## src/rtl/dtree_seq_pkg.sv

```systemverilog
// Shared types and constants for the decision-tree frame sequencer.
package dtree_seq_pkg;

  typedef enum logic [1:0] {LOAD, DRAIN, SETTLE, RESULT} state_e;

  localparam int DEF_FEAT_W  = 8;
  localparam int DEF_CLASS_W = 2;
  localparam int CNT_W       = 16;

  function automatic logic [CNT_W-1:0] sat_inc(input logic [CNT_W-1:0] v);
    return (v == '1) ? v : v + 1'b1;
  endfunction

endpackage

```

## src/rtl/dtree_frame_sequencer_if.sv

```systemverilog
// Feature-stream and result handshakes of the frame sequencer; the sequencer is the slave.
interface dtree_frame_sequencer_if #(
  parameter int FEAT_W  = 8,
  parameter int CLASS_W = 2
);
  logic               feat_valid;
  logic               feat_ready;
  logic [FEAT_W-1:0]  feat_data;
  logic               feat_last;
  logic               res_valid;
  logic               res_ready;
  logic [CLASS_W-1:0] res_class;
  logic               err_len;

  modport master (
    output feat_valid, feat_data, feat_last, res_ready,
    input  feat_ready, res_valid, res_class, err_len
  );

  modport slave (
    input  feat_valid, feat_data, feat_last, res_ready,
    output feat_ready, res_valid, res_class, err_len
  );
endinterface

```

## src/rtl/dtree_feat_bank.sv

```systemverilog
// Registered feature bank: one FEAT_W slot per feature, written by index, presented flat.
module dtree_feat_bank #(
  parameter int N_FEAT = 20,
  parameter int FEAT_W = 8,
  parameter int IDX_W  = $clog2(N_FEAT)
) (
  input  logic                     clk,
  input  logic                     rst,
  input  logic                     we,
  input  logic [IDX_W-1:0]         idx,
  input  logic [FEAT_W-1:0]        wdata,
  output logic [N_FEAT*FEAT_W-1:0] feat_vec
);

  logic [N_FEAT*FEAT_W-1:0] vec_q, vec_d;

  // NOTE: start from the held value so every path assigns vec_d and no latch is inferred.
  always_comb begin
    vec_d = vec_q;
    if (we) vec_d[int'(idx)*FEAT_W +: FEAT_W] = wdata;
  end

  // NOTE: the bank is reset even though it is storage: the tree sees it directly, so a
  // known all-zero vector after reset is part of the interface, not a nicety.
  // NOTE: non-blocking assignment for every flop so all state updates see pre-edge values.
  always_ff @(posedge clk or posedge rst) begin
    if (rst) vec_q <= '0;
    else     vec_q <= vec_d;
  end

  assign feat_vec = vec_q;

endmodule

```

## src/rtl/dtree_frame_sequencer.sv

```systemverilog
// Loads a feature frame, freezes it for SETTLE_CYC cycles in front of the tree, returns the class.
// Build option DTREE_CLASS_CNT_EN adds saturating per-class result counters on cls_cnt.
module dtree_frame_sequencer
  import dtree_seq_pkg::*;
#(
  parameter int N_FEAT     = 20,
  parameter int FEAT_W     = DEF_FEAT_W,
  parameter int CLASS_W    = DEF_CLASS_W,
  parameter int SETTLE_CYC = 2
) (
  input  logic                     clk,
  input  logic                     rst,
  dtree_frame_sequencer_if.slave   bus,
  output logic [N_FEAT*FEAT_W-1:0] feat_vec,
  input  logic [CLASS_W-1:0]       tree_class
`ifdef DTREE_CLASS_CNT_EN
  ,
  output logic [(2**CLASS_W)*CNT_W-1:0] cls_cnt
`endif
);

  localparam int               IDX_W       = $clog2(N_FEAT);
  localparam logic [IDX_W-1:0] LAST_IDX    = IDX_W'(N_FEAT - 1);
  localparam logic [3:0]       SETTLE_INIT = 4'(SETTLE_CYC - 1);

  state_e             state_q, state_d;
  logic [IDX_W-1:0]   idx_q, idx_d;
  logic [3:0]         cnt_q, cnt_d;
  logic               res_valid_q, res_valid_d;
  logic [CLASS_W-1:0] res_class_q, res_class_d;
  logic               err_len_q, err_len_d;
  logic               beat, res_hs, bank_we;

  assign bus.feat_ready = (state_q == LOAD) || (state_q == DRAIN);
  assign beat           = bus.feat_valid && bus.feat_ready;
  assign res_hs         = res_valid_q && bus.res_ready;

  always_comb begin
    state_d     = state_q;
    idx_d       = idx_q;
    cnt_d       = cnt_q;
    res_valid_d = res_valid_q;
    res_class_d = res_class_q;
    err_len_d   = 1'b0;
    bank_we     = 1'b0;
    unique case (state_q)
      LOAD: if (beat) begin
        bank_we = 1'b1;
        if (idx_q == LAST_IDX) begin
          idx_d = '0;
          if (bus.feat_last) begin
            cnt_d   = SETTLE_INIT;
            state_d = SETTLE;
          end else begin
            err_len_d = 1'b1;
            state_d   = DRAIN;
          end
        end else if (bus.feat_last) begin
          // Short frame: partial slots are left as they are for the next frame to overwrite.
          err_len_d = 1'b1;
          idx_d     = '0;
        end else begin
          idx_d = idx_q + 1'b1;
        end
      end
      DRAIN: if (beat && bus.feat_last) begin
        idx_d   = '0;
        state_d = LOAD;
      end
      SETTLE: begin
        if (cnt_q == '0) begin
          res_class_d = tree_class;
          res_valid_d = 1'b1;
          state_d     = RESULT;
        end else begin
          cnt_d = cnt_q - 1'b1;
        end
      end
      RESULT: if (res_hs) begin
        res_valid_d = 1'b0;
        state_d     = LOAD;
      end
      default: state_d = LOAD;
    endcase
  end

  always_ff @(posedge clk or posedge rst) begin
    if (rst) begin
      state_q     <= LOAD;
      idx_q       <= '0;
      cnt_q       <= '0;
      res_valid_q <= 1'b0;
      res_class_q <= '0;
      err_len_q   <= 1'b0;
    end else begin
      state_q     <= state_d;
      idx_q       <= idx_d;
      cnt_q       <= cnt_d;
      res_valid_q <= res_valid_d;
      res_class_q <= res_class_d;
      err_len_q   <= err_len_d;
    end
  end

  assign bus.res_valid = res_valid_q;
  assign bus.res_class = res_class_q;
  assign bus.err_len   = err_len_q;

  dtree_feat_bank #(
    .N_FEAT (N_FEAT),
    .FEAT_W (FEAT_W),
    .IDX_W  (IDX_W)
  ) u_bank (
    .clk      (clk),
    .rst      (rst),
    .we       (bank_we),
    .idx      (idx_q),
    .wdata    (bus.feat_data),
    .feat_vec (feat_vec)
  );

`ifdef DTREE_CLASS_CNT_EN
  logic [(2**CLASS_W)*CNT_W-1:0] cls_cnt_q, cls_cnt_d;

  always_comb begin
    cls_cnt_d = cls_cnt_q;
    if (res_hs)
      cls_cnt_d[int'(res_class_q)*CNT_W +: CNT_W] =
        sat_inc(cls_cnt_q[int'(res_class_q)*CNT_W +: CNT_W]);
  end

  always_ff @(posedge clk or posedge rst) begin
    if (rst) cls_cnt_q <= '0;
    else     cls_cnt_q <= cls_cnt_d;
  end

  assign cls_cnt = cls_cnt_q;
`endif

endmodule

```

## src/flat_wrapper.sv

```systemverilog
// flat-port wrapper written by rule: the top's interface ports become plain ports
module dtree_frame_sequencer_flat import dtree_seq_pkg::*;
#(
  parameter int N_FEAT     = 20,
  parameter int FEAT_W     = DEF_FEAT_W,
  parameter int CLASS_W    = DEF_CLASS_W,
  parameter int SETTLE_CYC = 2
)
  (clk, rst, feat_vec, tree_class, bus_feat_valid, bus_feat_data, bus_feat_last, bus_res_ready, bus_feat_ready, bus_res_valid, bus_res_class, bus_err_len);
  dtree_frame_sequencer_if #(.FEAT_W(FEAT_W), .CLASS_W(CLASS_W)) bus_i ();
  input  logic clk;
  input  logic rst;
  output logic [N_FEAT*FEAT_W-1:0] feat_vec;
  input  logic [CLASS_W-1:0] tree_class;
  input wire logic [$bits(bus_i.feat_valid)-1:0] bus_feat_valid;
  input wire logic [$bits(bus_i.feat_data)-1:0] bus_feat_data;
  input wire logic [$bits(bus_i.feat_last)-1:0] bus_feat_last;
  input wire logic [$bits(bus_i.res_ready)-1:0] bus_res_ready;
  output wire logic [$bits(bus_i.feat_ready)-1:0] bus_feat_ready;
  output wire logic [$bits(bus_i.res_valid)-1:0] bus_res_valid;
  output wire logic [$bits(bus_i.res_class)-1:0] bus_res_class;
  output wire logic [$bits(bus_i.err_len)-1:0] bus_err_len;
  assign bus_i.feat_valid = bus_feat_valid;
  assign bus_i.feat_data = bus_feat_data;
  assign bus_i.feat_last = bus_feat_last;
  assign bus_i.res_ready = bus_res_ready;
  assign bus_feat_ready = bus_i.feat_ready;
  assign bus_res_valid = bus_i.res_valid;
  assign bus_res_class = bus_i.res_class;
  assign bus_err_len = bus_i.err_len;
  dtree_frame_sequencer #(.N_FEAT(N_FEAT), .FEAT_W(FEAT_W), .CLASS_W(CLASS_W), .SETTLE_CYC(SETTLE_CYC)) u_core (.clk(clk), .rst(rst), .bus(bus_i), .feat_vec(feat_vec), .tree_class(tree_class));
endmodule
```

## config.mk

```make
export PLATFORM = sky130hd
export DESIGN_NAME = dtree_frame_sequencer_flat
export DESIGN_NICKNAME = d
export VERILOG_FILES = /design/src/rtl/dtree_seq_pkg.sv /design/src/rtl/dtree_frame_sequencer_if.sv /design/src/rtl/dtree_feat_bank.sv /design/src/rtl/dtree_frame_sequencer.sv /design/src/flat_wrapper.sv
export SDC_FILE = /design/constraint.sdc
export NUM_CORES = 1
export LEC_CHECK = 0
export BUFFER_PORTS_ARGS = -buffer_cell sky130_fd_sc_hd__buf_2
export CELL_PAD_IN_SITES_DETAIL_PLACEMENT = 0
export CELL_PAD_IN_SITES_GLOBAL_PLACEMENT = 1
export CORE_ASPECT_RATIO = 1.25
export CORE_MARGIN = 8
export CORE_UTILIZATION = 30
export CTS_CLUSTER_SIZE = 40
export DETAILED_ROUTE_END_ITERATION = 10
export GPL_ROUTABILITY_DRIVEN = 1
export PLACE_DENSITY_LB_ADDON = 0.1
export SYNTH_ARGS = -nofsm -noshare
export SYNTH_HDL_FRONTEND = slang
export SYNTH_SLANG_ARGS = --single-unit
```

## constraint.sdc

```tcl
create_clock -name clk -period 5.2 [get_ports clk]
set_input_delay 0 -clock clk [delete_from_list [all_inputs] [get_ports clk]]
set_output_delay 0 -clock clk [all_outputs]
set_load 0.05 [all_outputs]
```

# After elaboration in Yosys (flattened, before gate mapping)
# Index checks and enable logic that the tools add are counted.
dict set report classes {
  add_sub_neg 3
  eq_ne 11
  shifts 2
  n_mux 28
  reduce_logical 14
}
# op n
set op_table {}
lappend op_table {{$bwmux 160} 1}
lappend op_table {{$shift 8x33->160 const A} 1}
lappend op_table {{$shiftx 8x33->160} 1}
lappend op_table {{$neg 8->33} 1}
lappend op_table {{$mux 5} 4}
lappend op_table {{$mux 4} 4}
lappend op_table {{$mux 2} 6}
lappend op_table {{$pmux 5 s2} 1}
lappend op_table {{$reduce_and 5->1} 2}
lappend op_table {{$mux 1} 9}
lappend op_table {{$ne 2x2->1 const B} 4}
lappend op_table {{$pmux 2 s4} 1}
lappend op_table {{$pmux 4 s2} 1}
lappend op_table {{$ne 2x1->1 const B} 3}
lappend op_table {{$reduce_and 3->1} 2}
lappend op_table {{$reduce_bool 2->1} 3}
lappend op_table {{$add 5x1->5 const B} 1}
lappend op_table {{$eq 5x5->1 const B} 1}
lappend op_table {{$eq 2x2->1 const B} 2}
lappend op_table {{$logic_not 4->1} 1}
lappend op_table {{$sub 4x1->4 const B} 1}
lappend op_table {{$logic_and 1x1->1} 3}
lappend op_table {{$eq 2x1->1 const B} 1}
lappend op_table {{$logic_not 2->1} 1}
lappend op_table {{3 further kinds} 3}
dict set report totals {
  ff_bits 175
  inputBits 15
  output_inout_bits 165
  word_cells 65
}

# Longest topological paths before layout
# Gate-level depths: netlist of the first run.
dict set report depth {
  ltp_word 6
  mapped_depth 12
  depth_no_buf 8
}

# Hierarchy
# Synthesis of the first run repeated with hierarchy kept, for this count alone.
dict set report hier_totals {
  hier_cells 610
  area_unflattened_um2 7802.5
}
# module instances cells_each area_per_inst_um2 seq_area_each_um2
set modules_own_cells {}
lappend modules_own_cells {dtree_feat_bank 1 530 6940.4 4003.8}
lappend modules_own_cells {dtree_frame_sequencer 1 80 862.1 375.4}

# Worst setup path after synthesis of the first run
# No wires, ideal clock.
dict set report synth_timing {
  path_type {register to register}
  from {reg u_core.idx_q[0]}
  to {reg u_core.u_bank.vec_q[32] (netlist: u_core.u_bank.feat_vec[32])}
  setup_time_ns 0.125
  arrival_time_ns 3.043
  required_time_ns 5.075
  slack_ns 2.032
  stages_incl_launch_ff 12
  path_buffers 3
  synth_period_minus_slack_ns 3.168
  cell_sequence {dfrtp_1 -> buf_2 -> clkinv_1 -> ha_1 -> buf_2 -> nor3b_1 -> ha_1 -> nor4b_4 -> o211ai_4 -> buf_2 -> nor3_4 -> mux2_2}
}
dict set report synth_between {
  elab_chain_len 3
  elab_cells_between_ends 4
  cone_classes {add/sub: 1; shift: 2; mux: 1}
}
# item line
set synth_rtl {}
lappend synth_rtl {{start, declared} dtree_frame_sequencer.sv:27} ;# logic [IDX_W-1:0] idx_q, idx_d;
lappend synth_rtl {{start signal, assigned} dtree_frame_sequencer.sv:97} ;# idx_q <= idx_d;
lappend synth_rtl {{$neg 8->33 *} dtree_feat_bank.sv:20} ;# if (we) vec_d[int'(idx)*FEAT_W +: FEAT_W] = wdata;
lappend synth_rtl {{$shiftx 8x33->160 / $shift 8x33->160 (equally long branches)} dtree_feat_bank.sv:20}
lappend synth_rtl {{$bwmux 160 *} dtree_feat_bank.sv:20}
lappend synth_rtl {{end signal, assigned} dtree_feat_bank.sv:28} ;# else vec_q <= vec_d;
lappend synth_rtl {{end, declared} dtree_feat_bank.sv:15} ;# logic [N_FEAT*FEAT_W-1:0] vec_q, vec_d;
# Mark *: on every way between the ends. The rest lies on a longest branch, timed or not.
# A chain may end at the register's enable or synchronous reset.

# Worst setup path after layout of the first run
dict set report layout_timing {
  from {reg u_core.idx_q[0]}
  to {reg u_core.u_bank.vec_q[54] (netlist: u_core.u_bank.feat_vec[54])}
}
# The elaborated chain is that of the path after synthesis.

==> results of run 1 <==
==> worst register-to-register path: stages (launching register included) <==
cell	delay [ns]
dfrtp_1	0.62
clkinv_1	0.35
ha_1	0.45
nor3b_1	0.23
ha_1	1.03
o211ai_4	0.45
nor4_4	0.67
mux2_2	0.42
==> area by class of cell <==
cell class,instances,area [µm²]
multi-input combinational,378,3170
fill,2525,16100
sequential,175,4380
timing repair buffer,195,1050
clock buffer,18,429
tap,340,425
inverter,34,133
clock inverter,13,179
==> routing by layer <==
metal  wire length [µm]  GRT usage [%]  vias up
met4                238           3.95        0
met2              12200           26.3      136
met5                  0              0        -
li1                   -              -     2544
met1              10300           18.4     2823
met3               1120           4.01       12
==> cells by family after synthesis <==
logic type	after synthesis
flops	175
buf+inv	69
mux	152
fa+ha+maj	5
xor+xnor	8
simple gates	155
compound gates	58
==> cell usage in the layout (no fill, tap or decap), types with 3 or more instances in the layout <==
| master | instances |
|---|---|
| or3_1 | 7 |
| and4b_1 | 3 |
| nor3b_1 | 3 |
| and2_1 | 10 |
| and3_1 | 14 |
| mux2i_1 | 23 |
| o21ai_0 | 29 |
| nand3_1 | 9 |
| mux2_2 | 100 |
| mux2_4 | 8 |
| nand4_1 | 7 |
| xor2_1 | 5 |
| nor2b_1 | 6 |
| mux2_1 | 21 |
| ha_1 | 5 |
| o211ai_1 | 4 |
| nor3_1 | 10 |
| and3b_1 | 3 |
| buf_4 | 4 |
| a31oi_1 | 5 |
| buf_2 | 179 |
| bufinv_16 | 3 |
| nand2_1 | 26 |
| clkbuf_16 | 17 |
| inv_6 | 3 |
| inv_1 | 32 |
| dlygate4sd3_1 | 12 |
| nor2_1 | 33 |
| dfrtp_1 | 175 |
| o2111ai_1 | 5 |
| nand2b_1 | 5 |
| inv_8 | 3 |
==> power by group through the flow <==
stage          registers, mW  clock network, mW  logic, mW
3_3_place_gp            1.64                  0       1.56
5_1_grt                 1.64               1.44       1.69
2_1_floorplan           1.93                  0      0.837
4_1_cts                 1.62               1.38       1.59
6_report                1.61               1.34       1.57
3_5_place_dp            1.64                  0       1.58
==> state kept, by name, summed over array words and instances (netlist names) <==
register	cells
u_core.bus.err_len	1
u_core.cnt_q	4
u_core.state_q	2
u_core.bus.res_class	2
u_core.bus.res_valid	1
u_core.u_bank.feat_vec	160
u_core.idx_q	5
==> cell usage after synthesis, types with 2 or more instances <==
cell | count | area share, %
dfrtp_1 | 175 | 56
mux2_2 | 100 | 14
inv_1 | 33 | 1.6
nor2_1 | 33 | 1.6
o21ai_0 | 29 | 1.9
nand2_1 | 26 | 1.2
mux2i_1 | 23 | 2.9
mux2_1 | 21 | 3.0
clkbuf_1 | 19 | 0.91
and3_1 | 14 | 1.1
buf_2 | 13 | 0.83
and2_1 | 10 | 0.80
nor3_1 | 10 | 0.64
nand3_1 | 9 | 0.58
mux2_4 | 8 | 1.5
nand4_1 | 7 | 0.56
or3_1 | 7 | 0.56
nor2b_1 | 6 | 0.48
a31oi_1 | 5 | 0.40
ha_1 | 5 | 0.80
nand2b_1 | 5 | 0.40
o2111ai_1 | 5 | 0.56
xor2_1 | 5 | 0.56
o211ai_1 | 4 | 0.38
and3b_1 | 3 | 0.34
and4b_1 | 3 | 0.38
buf_1 | 3 | 0.14
nor3b_1 | 3 | 0.29
xnor2_1 | 3 | 0.34
a21oi_1 | 2 | 0.13
and4_1 | 2 | 0.22
nor3_4 | 2 | 0.42
nor4_4 | 2 | 0.54
nor4bb_1 | 2 | 0.26
o2111ai_2 | 2 | 0.38
==> worst min-delay path by stage <==
stage                           from                          end
detailed placement               rst   u_core.u_bank.feat_vec[94]
global placement                 rst      u_core.bus.res_class[0]
floorplan           bus_feat_data[2]  u_core.u_bank.feat_vec[138]
CTS                 bus_feat_data[1]   u_core.u_bank.feat_vec[73]
finish              bus_feat_data[7]    u_core.u_bank.feat_vec[7]
global route        bus_feat_data[7]    u_core.u_bank.feat_vec[7]
==> stage by stage <==
step	power (mW)	hold WS (ns)
floorplan	2.77	0.134
global placement	3.20	0.0222
detailed placement	3.22	0.0278
CTS	4.59	0.000559
global route	4.76	0.00252
finish	4.53	0.0114
==> repair_timing <==
| item | 4_1_cts | 5_1_grt |
|---|---|---|
| hold buffers | 12 | 0 |
| gates resized for setup | 0 | 0 |
| hold endpoints to repair | 49 | 0 |
==> reports/qor.yml, run 1 <==
power.internal_mw: 2.65
final_cells: 1153
cts_buffer_depth: 2
area_delta_synth_final_pct: 24.9
cpLargestDelayFamily: "adder cells"
period_share_pct: 83.1
setup_violations: 0
cp_num_cells: 7
p_leak_nw: 5.31
ctsHtreeMaxLevel: 4
synth_cell_types: 58
hold_path.class: "in2reg"
ir_worst_vdd_uv: 230
die_area_um2: 31500
r2r-start: "u_core.idx_q[0]"
synth_xor_area_share_pct: 0.897
worstMarginPinSlew_ns: 1.05
routed_wl_um: 23800
syn-num-nets: 642
core-area_um2: 25800
antenna_found_initial: 0
maxSlewHeadroom_pct: 29.9
r2r-end: "u_core.u_bank.feat_vec[54]"
maxSlewViolCount: 0
end_kind: "flop"
cpMaxStageDelayCell: "ha_1"
synth_top_family_by_area: "multiplexers"
synth_cells: 622
skew_ns: 0.0117
numCtsBuffers: 17
hpwl_um: 17300
drt-initial-drc-count: 278
dr_total_vias: 5515
period_needed_ns: 4.32
numPortBuffers: 179
num_io_pins: 180
synth-seq-area-share_pct: 56.0
outcome: "completed"
clkLatencyLatePin_ns: 0.43
crit_path_start_kind: "flop"
powerDensity_nw_per_um2: 464
cp_max_fo: 31
drc: 0
fin_nets: 821
syn_avg_cell_area_um2: 12.6
viasPerCell: 4.78
fp.dieW_um: 160
crit_path_start: "u_core.idx_q[0]"
ant_nets: 0
synthAdderAreaFrac_pct: 0.801
seqPwrFrac_pct: 35.7
antenna_cells: 0
critPathBufInv: 1
muxShareOfSynthArea_pct: 21.9
yosysWarnings: 0
yosys.area_share.simple_pct: 11.7
max_freq_mhz: 231
dpl_cell_area_um2: 9030
synth-edff-count: 0
path_clk_slew_ns: 0.07
root_buffer: "clkbuf_16"
utilization_pct: 37.8
fin_setup_tns_ns: 0
async_flop_share_pct: 100
fin_ws_ns: 0.876
cp_data_required_time_ns: 5.51
r2r_cells: 7
pre_cts_slack_ns: 0.963
cpMostUsedCell: "ha_1"
arrival_ns: 4.64
die_y_um: 196
grt_pass1_vias: 6090
synth_compound_area_share_pct: 5.09
path_class: "reg2reg"
wl_per_cell_um: 20.7
hold_viol: 0
grt-ovfl-total: 0
power.net_switching_mw: 1.88
numPlacedInstances: 1110
design_area_um2: 9760
ys_ff_latch: 175
grt_max_degree: 70
initial_utilization_pct: 30.2
grt_pass1_wl_um: 37000
clock-sinks: 175
drive_gt1_share_pct: 41.6
place_congestion: 0.805
maxCapViolCount: 0
synth_top_flop_cell: "dfrtp_1"
min_delay_path_depth: 2
rsz0062_at_grt: "no"
p_comb_share_pct: 34.7
path_cells: "clkinv_1 > ha_1 > nor3b_1 > ha_1 > o211ai_4 > nor4_4 > mux2_2"
rows: 66
cp-endpoint: "u_core.u_bank.feat_vec[54]"
slowest_delay_ns: 1.03
pwr-share-clk_pct: 29.6
rrSetupSlack_ns: 0.88
cts_tree: "built"
post_cts_buffers: 0
swShare_pct: 41.5
synth_area_um2: 7810
drt_pass1_iterations: 4
grt_usage_pct: 15.2
Note: power is estimated with default switching activity, not from simulation.
==> run 2: changes to the inputs <==
==> constraint.sdc (replaced) <==
create_clock -name clk -period 3.5 [get_ports clk]
set_input_delay 0 -clock clk [delete_from_list [all_inputs] [get_ports clk]]
set_output_delay 0 -clock clk [all_outputs]
set_load 0.05 [all_outputs]
==> run 2 against run 1 <==
Effect of this change: power up 49%; clock skew is essentially flat; largest power group is now combinational cells; hold slack improved by 0.021 ns.
==> reports/qor.yml, run 2 (synthesis results as in run 1) <==
numCtsBuffers: 17
hold_viol: 0
skew_ns: 0.0117
routed_wl_um: 24400
grt-ovfl-total: 0
drive_gt1_share_pct: 42.0
antenna_cells: 0
drt-initial-drc-count: 201
area_delta_synth_final_pct: 26.1
initial_utilization_pct: 30.2
clock-sinks: 175
cts_tree: "built"
path_class: "reg2reg"
die_y_um: 196
dr_total_vias: 5586
numPortBuffers: 179
clkLatencyLatePin_ns: 0.43
hold_path.class: "in2reg"
grt_usage_pct: 15.7
final_cell_mix: "buf_2, dfrtp_1, mux2_2"
cp_data_required_time_ns: 3.81
root_buffer: "clkbuf_16"
drc: 0
maxSlewHeadroom_pct: 26.8
cpMaxStageDelayCell: "nor4b_4"
rsz0062_at_grt: "no"
path_cells: "clkinv_1 > ha_1 > nor3b_1 > ha_1 > nor4b_4 > o211a_1 > nand4_1 > mux2_2"
maxCapViolCount: 0
post_cts_buffers: 0
num_io_pins: 180
outcome: "completed"
end_kind: "flop"
fp.dieW_um: 160
final_common_cell: "buf_2"
grt_pass1_wl_um: 38000
wl_per_cell_um: 21.0
cpLargestDelayFamily: "simple AND/OR/NAND/NOR gates"
period_share_pct: 91.1
hpwl_um: 17800
viasPerCell: 4.81
ctsHoldBuffers: 14
setup_violations: 0
critPathBufInv: 1
fin_setup_tns_ns: 0
period_needed_ns: 3.19
core-area_um2: 25800
max_freq_mhz: 314
utilization_pct: 38.1
die_area_um2: 31500
slowest_delay_ns: 0.48
path_clk_slew_ns: 0.06
ir_worst_vdd_uv: 462
rows: 66
crit_path_start_kind: "flop"
rrSetupSlack_ns: 0.31
arrival_ns: 3.50
postCtsResizedCells: 0
cts_buffer_depth: 2
cpMostUsedCell: "ha_1"
place_congestion: 0.752
powerDensity_nw_per_um2: 683
ctsHtreeMaxLevel: 4
fin_nets: 834
ant_nets: 0
p_leak_nw: 5.36
worstMarginPinSlew_ns: 1.10
drt_pass1_iterations: 5
antenna_found_initial: 0
grt_pass1_vias: 6083
maxSlewViolCount: 0
largest_reg_flops: 160
cp_max_fo: 8
grt_max_degree: 71
-- run 2: changes by cell type in the layout (fill, tap and decap cells not counted), sizes merged --
cell and change:
dlygate4sd3 +2, clkinvlp -1, inv -6, clkbuf +2, buf +11, clkinv +1
-- run 2: final timing paths --
check,from,depth (start not counted),endpoint
min in group asynchronous,rst,3,u_core.bus.err_len
max in group asynchronous,rst,4,u_core.u_bank.feat_vec[130]
worst min-delay path,bus_feat_data[1],3,u_core.u_bank.feat_vec[73]
worst max-delay path,u_core.idx_q[0],8,u_core.u_bank.feat_vec[108]
worst max register to register,u_core.idx_q[0],8,u_core.u_bank.feat_vec[108]
worst min register to register,u_core.u_bank.feat_vec[22],1,u_core.u_bank.feat_vec[22]
-- run 2: final cells by class --
class | count | area, µm²
well taps | 340 | 425
inverters | 34 | 131
clock buffers | 20 | 467
flip-flops and latches | 175 | 4380
repair buffers | 208 | 1170
clock inverters | 7 | 114
multi-input cells | 378 | 3160
fillers | 2540 | 16000
-- run 2: report_power, final --
part / internal, mW / total [mW] / switching [mW] / leakage (nW)
Clock: 1.16 / 1.93 / 0.768 / 0.289
Sequential: 2.22 / 2.36 / 0.148 / 2.30
Combinational: 0.641 / 2.44 / 1.80 / 2.77
Total: 4.01 / 6.73 / 2.71 / 5.36
-- run 2: per-layer routing --
metal / global-route usage, % / share of wire (%) / vias to the layer above
met5: 0 / 0 / -
met4: 5.83 / 2.3 / 0
met3: 3.61 / 4.4 / 32
met2: 27.1 / 51 / 158
met1: 18.9 / 43 / 2844
li1: - / - / 2552
-- run 2: worst reg2reg max path, stage by stage (launching register included) --
cell	delay (ns)
dfrtp_1	0.35
clkinv_1	0.21
ha_1	0.29
nor3b_1	0.17
ha_1	0.22
nor4b_4	0.48
o211a_1	0.40
nand4_1	0.49
mux2_2	0.46
-- run 2: metrics by stage --
stage	hold WS (ns)	area [µm²]	setup WS [ns]	power (mW)	cells
detailed placement	0.241	9130	0.329	4.85	1121
global placement	0.235	9130	0.402	4.81	1121
floorplan	0.134	7820	0.332	4.11	622
finish	0.0320	9850	0.311	6.73	1162
global route	0.0596	9850	0.0920	7.12	1162
CTS	0.0175	9850	0.321	6.82	1162
==> run 3: changes to the inputs <==
--- a/config.mk
+++ b/config.mk
@@ -14,7 +14,9 @@
 export CTS_CLUSTER_SIZE = 40
 export DETAILED_ROUTE_END_ITERATION = 10
 export GPL_ROUTABILITY_DRIVEN = 1
+export HOLD_SLACK_MARGIN = 0.05
 export PLACE_DENSITY_LB_ADDON = 0.1
+export SLEW_MARGIN = 30
 export SYNTH_ARGS = -nofsm -noshare
 export SYNTH_HDL_FRONTEND = slang
 export SYNTH_SLANG_ARGS = --single-unit
==> run 3 against run 2 <==
Effect of this change: wire length about the same; utilization up 0.40 points; design area up 1.1%; first-iteration DRC count up 5.5%; via count up 0.55%; final cell count up 0.69%; die area unchanged; sequential power about the same.
==> reports/qor.yml, run 3 (synthesis results as in run 1) <==
numCtsBuffers: 17
drc: 0
die_area_um2: 31500
ctsHtreeMaxLevel: 4
final_common_cell: "buf_2"
outcome: "completed"
max_freq_mhz: 316
largest_reg_flops: 160
dr_total_vias: 5617
hpwl_um: 17900
antenna_found_initial: 0
seqCellArea_um2: 4380
drt_pass1_iterations: 4
fin_ws_ns: 0.337
skew_ns: 0.0102
cp_max_fo: 8
grt-ovfl-total: 0
rows: 66
die_y_um: 196
fin_setup_tns_ns: 0
post_cts_buffers: 0
arrival_ns: 3.48
utilization_pct: 38.5
root_buffer: "clkbuf_16"
maxCapViolCount: 0
wl_per_cell_um: 20.9
ant_nets: 0
multiInputGateArea_um2: 3160
total_power_mw: 6.79
num_io_pins: 180
grt_pass1_vias: 6160
core-area_um2: 25800
final_cell_mix: "buf_2, dfrtp_1, mux2_2"
setup_violations: 0
path_clk_slew_ns: 0.06
holdWs_ns: 0.350
drt-initial-drc-count: 212
cts_buffer_depth: 2
numPlacedInstances: 1123
rsz0062_at_grt: "no"
area_delta_synth_final_pct: 27.4
fin_nets: 838
antenna_cells: 0
period_share_pct: 90.4
numPortBuffers: 179
initial_utilization_pct: 30.2
pre_cts_slack_ns: 0.317
design_area_um2: 9950
grt_max_degree: 71
clkLatencyLatePin_ns: 0.44
end_kind: "flop"
powerDensity_nw_per_um2: 682
p_leak_nw: 5.39
ctsHoldBuffers: 16
grt_usage_pct: 15.8
fp.dieW_um: 160
place_congestion: 0.752
crit_path_start_kind: "flop"
worstMarginPinSlew_ns: 0.921
maxSlewViolCount: 0
fillers: 2521
dpl_cell_area_um2: 9180
hold_path.class: "in2reg"
viasPerCell: 4.80
path_class: "reg2reg"
maxSlewHeadroom_pct: 37.8
grt_pass1_wl_um: 38100
hold_viol: 0
drive_gt1_share_pct: 42.3
postCtsResizedCells: 0
cp_data_required_time_ns: 3.81
cts_tree: "built"
routed_wl_um: 24400
ir_worst_vdd_uv: 479
clock-sinks: 175
period_needed_ns: 3.16
final_cells: 1170
==> run 3: cell types whose count changed in the layout (fill, tap and decap cells not counted), sizes merged <==
cell,before,now
clkinv,5,4
clkinvlp,1,3
dlygate4sd3,14,16
clkbuf,20,24
buf,194,196
bufinv,3,2
==> run 3: critical path, stage by stage (launching register included) <==
cell and delay (ns):
dfrtp_1 0.35, clkinv_1 0.21, ha_1 0.29, nor3b_1 0.17, ha_1 0.23, nor4b_4 0.48, o211a_1 0.38, nand4_1 0.48
mux2_2 0.46
==> run 3: worst paths after layout <==
check | start | depth (start not counted) | end | slack (ns)
max | u_core.idx_q[0] | 8 | u_core.u_bank.feat_vec[108] | 0.34
min | tree_class[1] | 3 | u_core.bus.res_class[1] | 0.35
max reg2reg | u_core.idx_q[0] | 8 | u_core.u_bank.feat_vec[108] | 0.34
min reg2reg | u_core.u_bank.feat_vec[18] | 1 | u_core.u_bank.feat_vec[18] | 0.50
max in group asynchronous | rst | 5 | u_core.u_bank.feat_vec[37] | 2.23
min in group asynchronous | rst | 4 | u_core.u_bank.feat_vec[84] | 0.64
==> run 3: area by class of cell <==
type	instances	area share (%)
clock buffer	24	5.14
clock inverter	7	1.02
inverter	34	1.32
multi-input combinational	378	31.8
sequential	175	44.0
tap	340	4.27
timing repair buffer	212	12.5
==> run 3: routing by layer <==
metal / up-vias / routed length (µm) / GRT usage [%]
met5: - / 0 / 0
li1: 2571 / - / -
met3: 27 / 858 / 3.11
met1: 2887 / 10400 / 18.8
met2: 132 / 12600 / 27.4
met4: 0 / 555 / 6.52
==> run 3: power breakdown <==
part | internal [mW] | switching, mW | leakage (nW)
sequential | 2.21 | 0.150 | 2.30
clock | 1.17 | 0.806 | 0.295
combinational | 0.648 | 1.80 | 2.80
total | 4.03 | 2.76 | 5.39
